## config.mk

```make
export PLATFORM = sky130hd
export DESIGN_NAME = i2c_dyn_seq
export DESIGN_NICKNAME = d
export VERILOG_FILES = /design/src/rtl/i2c_dyn_pkg.sv /design/src/rtl/i2c_dyn_seq_start_det.sv /design/src/rtl/i2c_dyn_seq.sv
export SDC_FILE = /design/constraint.sdc
export NUM_CORES = 1
export LEC_CHECK = 0
export CAP_MARGIN = 40
export CORE_ASPECT_RATIO = 1.25
export CORE_MARGIN = 2
export CORE_UTILIZATION = 40
export CTS_CLUSTER_SIZE = 10
export DETAILED_ROUTE_END_ITERATION = 8
export HOLD_SLACK_MARGIN = 0.15
export MAX_ROUTING_LAYER = met4
export PLACE_DENSITY = 0.7
export SYNTH_ARGS = -nofsm -noshare
export SYNTH_HDL_FRONTEND = slang
export SYNTH_SLANG_ARGS = --single-unit
```

## constraint.sdc

```tcl
create_clock -name clk -period 2.5 [get_ports clk]
set_input_delay 0.375 -clock clk [delete_from_list [all_inputs] [get_ports clk]]
set_output_delay 0.375 -clock clk [all_outputs]
set_load 0.005 [all_outputs]
```

## src/rtl/i2c_dyn_pkg.sv

```systemverilog
// Shared types and constants for the I2C dynamic-mode sequencer.
// Flag positions are counted down from the top bit of the TX word.
package i2c_dyn_pkg;

  typedef enum logic [2:0] {
    S_IDLE,
    S_ADDR,
    S_RCNT,
    S_READ,
    S_WRITE
  } state_t;

  localparam int STOP_BIT  = 1;
  localparam int START_BIT = 2;

  localparam int P_MSMS_SET = 0;
  localparam int P_MSMS_CLR = 1;
  localparam int P_RSTA_SET = 2;
  localparam int P_TXAK_SET = 3;
  localparam int P_TXAK_CLR = 4;
  localparam int P_TX_SET   = 5;
  localparam int P_TX_CLR   = 6;
  localparam int P_ABORT    = 7;
  localparam int P_ERR      = 8;
  localparam int NPULSE     = 9;

endpackage

```

## src/rtl/i2c_dyn_seq_start_det.sv

```systemverilog
// Start-word detector: flags the first cycle a start word
// is visible at the FIFO head or pushed into an empty FIFO.
module i2c_dyn_seq_start_det (
  input  logic clk,
  input  logic rstn,
  input  logic empty,
  input  logic wr,
  input  logic head_start,
  input  logic push_start,
  output logic start_set
);

  logic start;
  logic start_hold;

  assign start = (!empty && head_start) ||
                 (empty && wr && push_start);

  assign start_set = start && !start_hold;

  always_ff @(posedge clk) begin
    if (!rstn) begin
      start_hold <= 1'b0;
    end else begin
      start_hold <= start;
    end
  end

endmodule

```

## src/rtl/i2c_dyn_seq.sv

```systemverilog
// Dynamic-mode sequencer: parses TX command words and RX byte
// counts into registered set/clear pulses for the I2C control register.
module i2c_dyn_seq
  import i2c_dyn_pkg::*;
#(
  parameter int CNT_W         = 8,
  parameter int ZERO_CNT_MODE = 0
) (
  input  logic             clk,
  input  logic             rstn,
  input  logic             cr_en,
  input  logic             cr_msms,
  input  logic             arb_lost,
  input  logic             tx_fifo_empty,
  input  logic             tx_fifo_rd,
  input  logic [CNT_W+1:0] tx_fifo_dout,
  input  logic             tx_fifo_wr,
  input  logic [CNT_W+1:0] tx_fifo_din,
  input  logic             rx_fifo_wr,
  output logic             dyna_msms_set,
  output logic             dyna_msms_clr,
  output logic             dyna_rsta_set,
  output logic             dyna_txak_set,
  output logic             dyna_txak_clr,
  output logic             dyna_tx_set,
  output logic             dyna_tx_clr,
  output logic             dyna_abort,
  output logic             dyna_err,
  output logic             seq_busy,
  output logic [CNT_W-1:0] rd_remaining
);

  localparam int DW   = CNT_W + 2;
  localparam int RC_W = CNT_W + 1;

  state_t            state, state_n;
  logic [RC_W-1:0]   rcnt, rcnt_n;
  logic              stp, stp_n;
  logic [NPULSE-1:0] pulse_q, pulse_n;
  logic              start_set;
  logic              abort;
  logic [CNT_W-1:0]  cnt;
  logic [DW-2:0]     din_unused;

  assign din_unused = {tx_fifo_din[DW-1],
                       tx_fifo_din[DW-3:0]};

  i2c_dyn_seq_start_det u_start_det (
    .clk        (clk),
    .rstn       (rstn),
    .empty      (tx_fifo_empty),
    .wr         (tx_fifo_wr),
    .head_start (tx_fifo_dout[DW-START_BIT]),
    .push_start (tx_fifo_din[DW-START_BIT]),
    .start_set  (start_set)
  );

  assign cnt   = tx_fifo_dout[CNT_W-1:0];
  assign abort = arb_lost ||
                 (!cr_en && state != S_IDLE);

  always_comb begin
    state_n = state;
    rcnt_n  = rcnt;
    stp_n   = stp;
    pulse_n = '0;
    if (abort) begin
      pulse_n[P_ABORT] = 1'b1;
      state_n          = S_IDLE;
      rcnt_n           = '0;
    end else if (start_set && cr_en) begin
      if (!cr_msms) begin
        pulse_n[P_MSMS_SET] = 1'b1;
      end else begin
        pulse_n[P_RSTA_SET] = 1'b1;
      end
      pulse_n[P_TXAK_CLR] = 1'b1;
      state_n             = S_ADDR;
    end else begin
      unique case (state)
        S_ADDR: begin
          if (tx_fifo_rd) begin
            if (tx_fifo_dout[0]) begin
              pulse_n[P_TX_CLR] = 1'b1;
              state_n           = S_RCNT;
            end else begin
              pulse_n[P_TX_SET] = 1'b1;
              state_n           = S_WRITE;
            end
          end
        end
        S_RCNT: begin
          if (tx_fifo_rd) begin
            stp_n = tx_fifo_dout[DW-STOP_BIT];
            if (cnt == '0) begin
              if (ZERO_CNT_MODE == 0) begin
                pulse_n[P_ERR]   = 1'b1;
                pulse_n[P_ABORT] = 1'b1;
                rcnt_n           = '0;
                state_n          = S_IDLE;
              end else begin
                rcnt_n  = {1'b1, {CNT_W{1'b0}}};
                state_n = S_READ;
              end
            end else begin
              if (cnt == CNT_W'(1)) begin
                pulse_n[P_TXAK_SET] = 1'b1;
              end
              rcnt_n  = {1'b0, cnt};
              state_n = S_READ;
            end
          end
        end
        S_READ: begin
          if (rx_fifo_wr && rcnt != '0) begin
            rcnt_n = rcnt - RC_W'(1);
            if (rcnt == RC_W'(2)) begin
              pulse_n[P_TXAK_SET] = 1'b1;
            end
            if (rcnt == RC_W'(1)) begin
              pulse_n[P_MSMS_CLR] = stp;
              state_n             = S_IDLE;
            end
          end
        end
        S_WRITE: begin
          if (tx_fifo_rd && tx_fifo_dout[DW-STOP_BIT]) begin
            pulse_n[P_MSMS_CLR] = 1'b1;
            pulse_n[P_TX_CLR]   = 1'b1;
            state_n             = S_IDLE;
          end
        end
        default: begin
          state_n = state;
        end
      endcase
    end
  end

  always_ff @(posedge clk) begin
    if (!rstn) begin
      state   <= S_IDLE;
      rcnt    <= '0;
      stp     <= 1'b0;
      pulse_q <= '0;
    end else begin
      state   <= state_n;
      rcnt    <= rcnt_n;
      stp     <= stp_n;
      pulse_q <= pulse_n;
    end
  end

  assign dyna_msms_set = pulse_q[P_MSMS_SET];
  assign dyna_msms_clr = pulse_q[P_MSMS_CLR];
  assign dyna_rsta_set = pulse_q[P_RSTA_SET];
  assign dyna_txak_set = pulse_q[P_TXAK_SET];
  assign dyna_txak_clr = pulse_q[P_TXAK_CLR];
  assign dyna_tx_set   = pulse_q[P_TX_SET];
  assign dyna_tx_clr   = pulse_q[P_TX_CLR];
  assign dyna_abort    = pulse_q[P_ABORT];
  assign dyna_err      = pulse_q[P_ERR];
  assign seq_busy      = (state != S_IDLE);
  assign rd_remaining  = rcnt[CNT_W-1:0];

endmodule

```

# == After elaboration in Yosys (flattened, before gate mapping) ==
# Cells that the tools add are included.
# totals
out_inout_bits,18
regBits,23
in_bits,29
elab_cells,99
# op_classes
n_mux,36
n_eq_ne,17
reduce_logical,28
bitwise,6
n_addsub,1
# ops
op,count
$mux W3,7
$mux W1,18
$mux W9,2
$pmux W9 S2,1
$ne A3 B3 Y1 const B,5
$pmux W3 S4,1
$reduce_and A6 Y1,2
$ne A2 B2 Y1 const B,5
$reduce_or A5 Y1,2
$eq A9 B1 Y1 const B,1
$eq A9 B2 Y1 const B,1
$reduce_bool A9 Y1,1
$sub A9 B1 Y9 const B,1
$eq A8 B1 Y1 const B,1
$logic_and A1 B1 Y1,8
$logic_not A8 Y1,1
$mux W8,1
$reduce_and A4 Y1,2
$eq A3 B2 Y1 const B,2
$mux W2,3
$not A1 Y1,6
$pmux W1 S2,3
$reduce_or A3 Y1,2
$reduce_bool A5 Y1,1
8 further kinds,11

# == Logic depth before layout (Yosys ltp) ==
# depth
depth_word,7
mapped_depth,6

# == By module ==
# Synthesis repeated with hierarchy kept, for this count alone.
# hier_totals
cells_unflattened,176
hier_area_um2,1503.9
# by_module_without_submodules
mod,area_each_um2,cells_per_inst,n_inst
i2c_dyn_seq,1440.1,171,1
i2c_dyn_seq_start_det,63.8,5,1

# == Least setup slack after synthesis ==
# OpenSTA, ideal clock, no wires.
# synth_path
path_kind,reg-to-reg
startpoint,register rcnt[0]
endpoint,register rcnt[2]
t_arrival_ns,1.593
path_buffers,0
slack_ns,0.790
synth_period_minus_slack_ns,1.710
stages_incl_launch_ff,6
required_ns,2.383
cell_sequence,dfxtp_1 inv_1 ha_1 a311oi_1 o221ai_1 a32o_1
# synth_via
elab_chain_len,4
word_cells_on_any_way,7
classes_between,1 x add/sub; 1 x eq/ne; 2 x mux; 3 x reduce/logical
# synth_lines
element,line,source
from (decl),i2c_dyn_seq.sv:37,"logic [RC_W-1:0] rcnt, rcnt_n;"
from (signal assigned),i2c_dyn_seq.sv:148,rcnt <= rcnt_n;
"parallel branches: the longest is 4 deep, another holds $sub A9 B1 Y9",n/a,
# Several ways; the timed one is not identified. The select of a mux whose other input is x is not followed.
# A chain may end at the register's enable or synchronous reset.

# == Worst setup path in the final report ==
# layout_path
startpoint,register state[1]
endpoint,output port seq_busy
# layout_via
elab_chain_len,1
# layout_lines
element,line,source
from (decl),i2c_dyn_seq.sv:36,"state_t state, state_n;"
from (signal assigned),i2c_dyn_seq.sv:147,state <= state_n;
$reduce_bool A3 Y1,i2c_dyn_seq.sv:163,assign seq_busy = (state != S_IDLE);
to (decl),i2c_dyn_seq.sv:29,"output logic seq_busy,"
# Every way passes these cells.

==> key figures <==
Place
  – Place WS: 0.338 ns
  – DPL Wire Length: 2.92 mm
  – Placer congestion estimate: 0.818
  – # port buffers: 37

Synthesis
  – Sequential share of the synthesized area: 31.0%
  – Dominant cell by count in the synthesized netlist: dfxtp_1
  – Synth cell count leaders: dfxtp_1, a21oi_1, nand2_1, buf_4, nor3_1
  – Synth top area share: 31.0%
  – FF+latch count, synth: 23
  – Number of synthesized flops with an enable pin: 0
  – Avg Cell Area, Syn: 8.96 µm²
  – Cell variety after synth: 55
  – Syn nets: 199
  – Yosys warns: 0
  – Mapped cell area: 1490 µm²
  – Most area-hungry cell type in the Yosys netlist: dfxtp_1
  – Synth top area cells: dfxtp_1, buf_4, a21oi_1
  – Mapped Cells: 166
  – Ys flop type: dfxtp_1
  – Ys async rst share: 0%

Timing
  – Slew @ Worst Pin: 0.680 ns
  – Final period utilization: 79.5%
  – Rel. slew slack: 54.2%
  – Fmax: 0.503 GHz
  – Setup TNS: 0 ns
  – Final worst slack: 0.513 ns
  – Final Critical Period: 1.99 ns
  – Fin. max-slew vios: 0
  – Setup Skew: 0.00351 ns
  – Final Hold Fails: 0
  – Final setup violation count: 0
  – RSZ-0062 raised after global routing: no

Clock network
  – CTS Buf Count: 3
  – Worst skew pair latency: 0.27 ns
  – Clock Path Buffers: 2
  – CTS tree: yes
  – Post-CTS Repair Setup Buffers: 0
  – Post-CTS Resized: 0
  – Sink Count: 23
  – Worst-path clk slew: 0.09 ns
  – Hold buffer count at CTS: 0
  – Root buffer cell: clkbuf_8
  – # H-tree levels: 1

Global routing
  – Vias in the first global route: 1479
  – Total congestion overflow: 0
  – First-pass GRT wire length: 6.77 mm
  – Total GRT Usage: 21.1%
  – Largest net degree at the start of global routing: 19
  – Initial antenna violation count: 0

Final layout
  – N_diodes: 0
  – Layout cells sized above 1: 14.9%
  – Synth-to-layout area growth: 25.1%
  – Final Util: 53.0%
  – Final-stage net count: 229

Critical path
  – Critical Path Slowest Stage Cell: or3_4
  – Setup CP Type: reg2out
  – CP top delay family: simple AND/OR/NAND/NOR gates
  – Critical Path Max Stage Delay: 0.46 ns
  – Critical path buffers and inverters: 1
  – Crit-path cells: or3_4 > clkdlybuf4s50_1
  – Worst EP arrival: 1.61 ns
  – Worst setup SP type: flip-flop
  – CP required: 2.12 ns
  – Critical Path End Type: primary output
  – Crit Path Max Fanout: 10

Floorplanning
  – Top Ports: 47
  – Core area: 3510 µm²
  – Initial Util: 42.3%
  – Die area: 4230 µm²
  – Die Y: 72.2 µm
  – Die width: 58.5 µm
  – FP Rows: 24

Power
  – Max rail drop VDD: 0.285 mV
  – Leak Pwr: 0.000664 µW
  – Pwr dens: 379 nW/µm²

Routing
  – Starting DRC count in detailed routing: 80
  – DRT Wirelength: 3.92 mm
  – Wire length per cell: 16.7 µm
  – Met2 routed WL: 1.99 mm
  – DR DRC count: 0
  – Top Layer Used: met4
  – Via-to-Cell Ratio: 6.16
  – ANT nets after route: 0
  – Met3 Wirelength: 223 µm
  – Metal-1 WL: 1.59 mm
  – Pre-Repair DR Iteration Count: 4
  – DR vias: 1441

Min path
  – Hold crit path type: reg2reg

Run status
  – Outcome: finished, final reports clean

Job
  – MaxCap Viol Count: 0
-- flip-flops by register name (all words and copies together) (netlist names) --
name	count
pulse_q	9
stp	1
u_start_det.start_hold	1
state	3
rcnt	9
-- stage by stage --
step	hold slack (ns)	instance area, µm²	cells	power (µW)
floorplan	0.448	1490	166	423
global placement	0.477	1820	230	471
detailed placement	0.482	1820	230	473
CTS	0.496	1860	234	706
global route	0.524	1860	234	734
finish	0.494	1860	234	705
-- report_power, final --
part           internal (µW)  switching, µW  total [µW]
clock network            112            129         240
registers                369           2.83         372
logic                   48.4           44.5        92.9
-- layout make-up --
type / count / area [µm²]
clock buffer: 3 / 41.3
clock inverter: 1 / 5.00
fill: 319 / 1650
inverter: 7 / 26.3
multi-input combinational: 120 / 880
sequential: 23 / 460
tap: 39 / 48.8
timing repair buffer: 41 / 400
-- cells in the final DEF, fill, tap and decap left out, types with 4 or more instances in the layout --
cell / netlist / routed
nor2_1: 5 / 5
nor3_1: 8 / 8
o221ai_1: 4 / 4
buf_4: 10 / 4
nand2_1: 12 / 12
ha_1: 4 / 4
clkdlybuf4s50_1: 0 / 37
o21ai_0: 4 / 4
a21oi_1: 14 / 14
nand3_1: 6 / 6
inv_1: 7 / 7
a32o_1: 7 / 7
dfxtp_1: 23 / 23
-- worst min-delay path, cell delays in order (launching register included) --
cell     delay (ns)
dfxtp_1        0.33
o31ai_1        0.06
a21oi_1        0.06
-- routing by layer --
metal / vias up / global-route usage (%)
met5: - / -
met4: 0 / 12.1
met3: 13 / 2.85
met2: 61 / 35.0
met1: 677 / 23.9
li1: 690 / -
-- kinds of logic (layout without fill, tap and decap cells) --
family          after synthesis  in the layout  share of synthesized area [%]
compound gates               52             52                           28.0
fa+ha+maj                     5              5                           4.04
buf+inv                      23             52                           9.92
flops                        23             23                           31.0
mux                           2              2                           1.35
simple gates                 61             61                           25.7
-- path summary, 6_finish.rpt --
check | from | to | slack (ns) | cells after the start
setup / recovery | state[1] | seq_busy | 0.51 | 2
hold / removal | stp | stp | 0.49 | 2
setup reg to reg | rcnt[0] | rcnt[1] | 0.53 | 5
hold reg to reg | stp | stp | 0.49 | 2
Power figures use the tool's default switching activity.
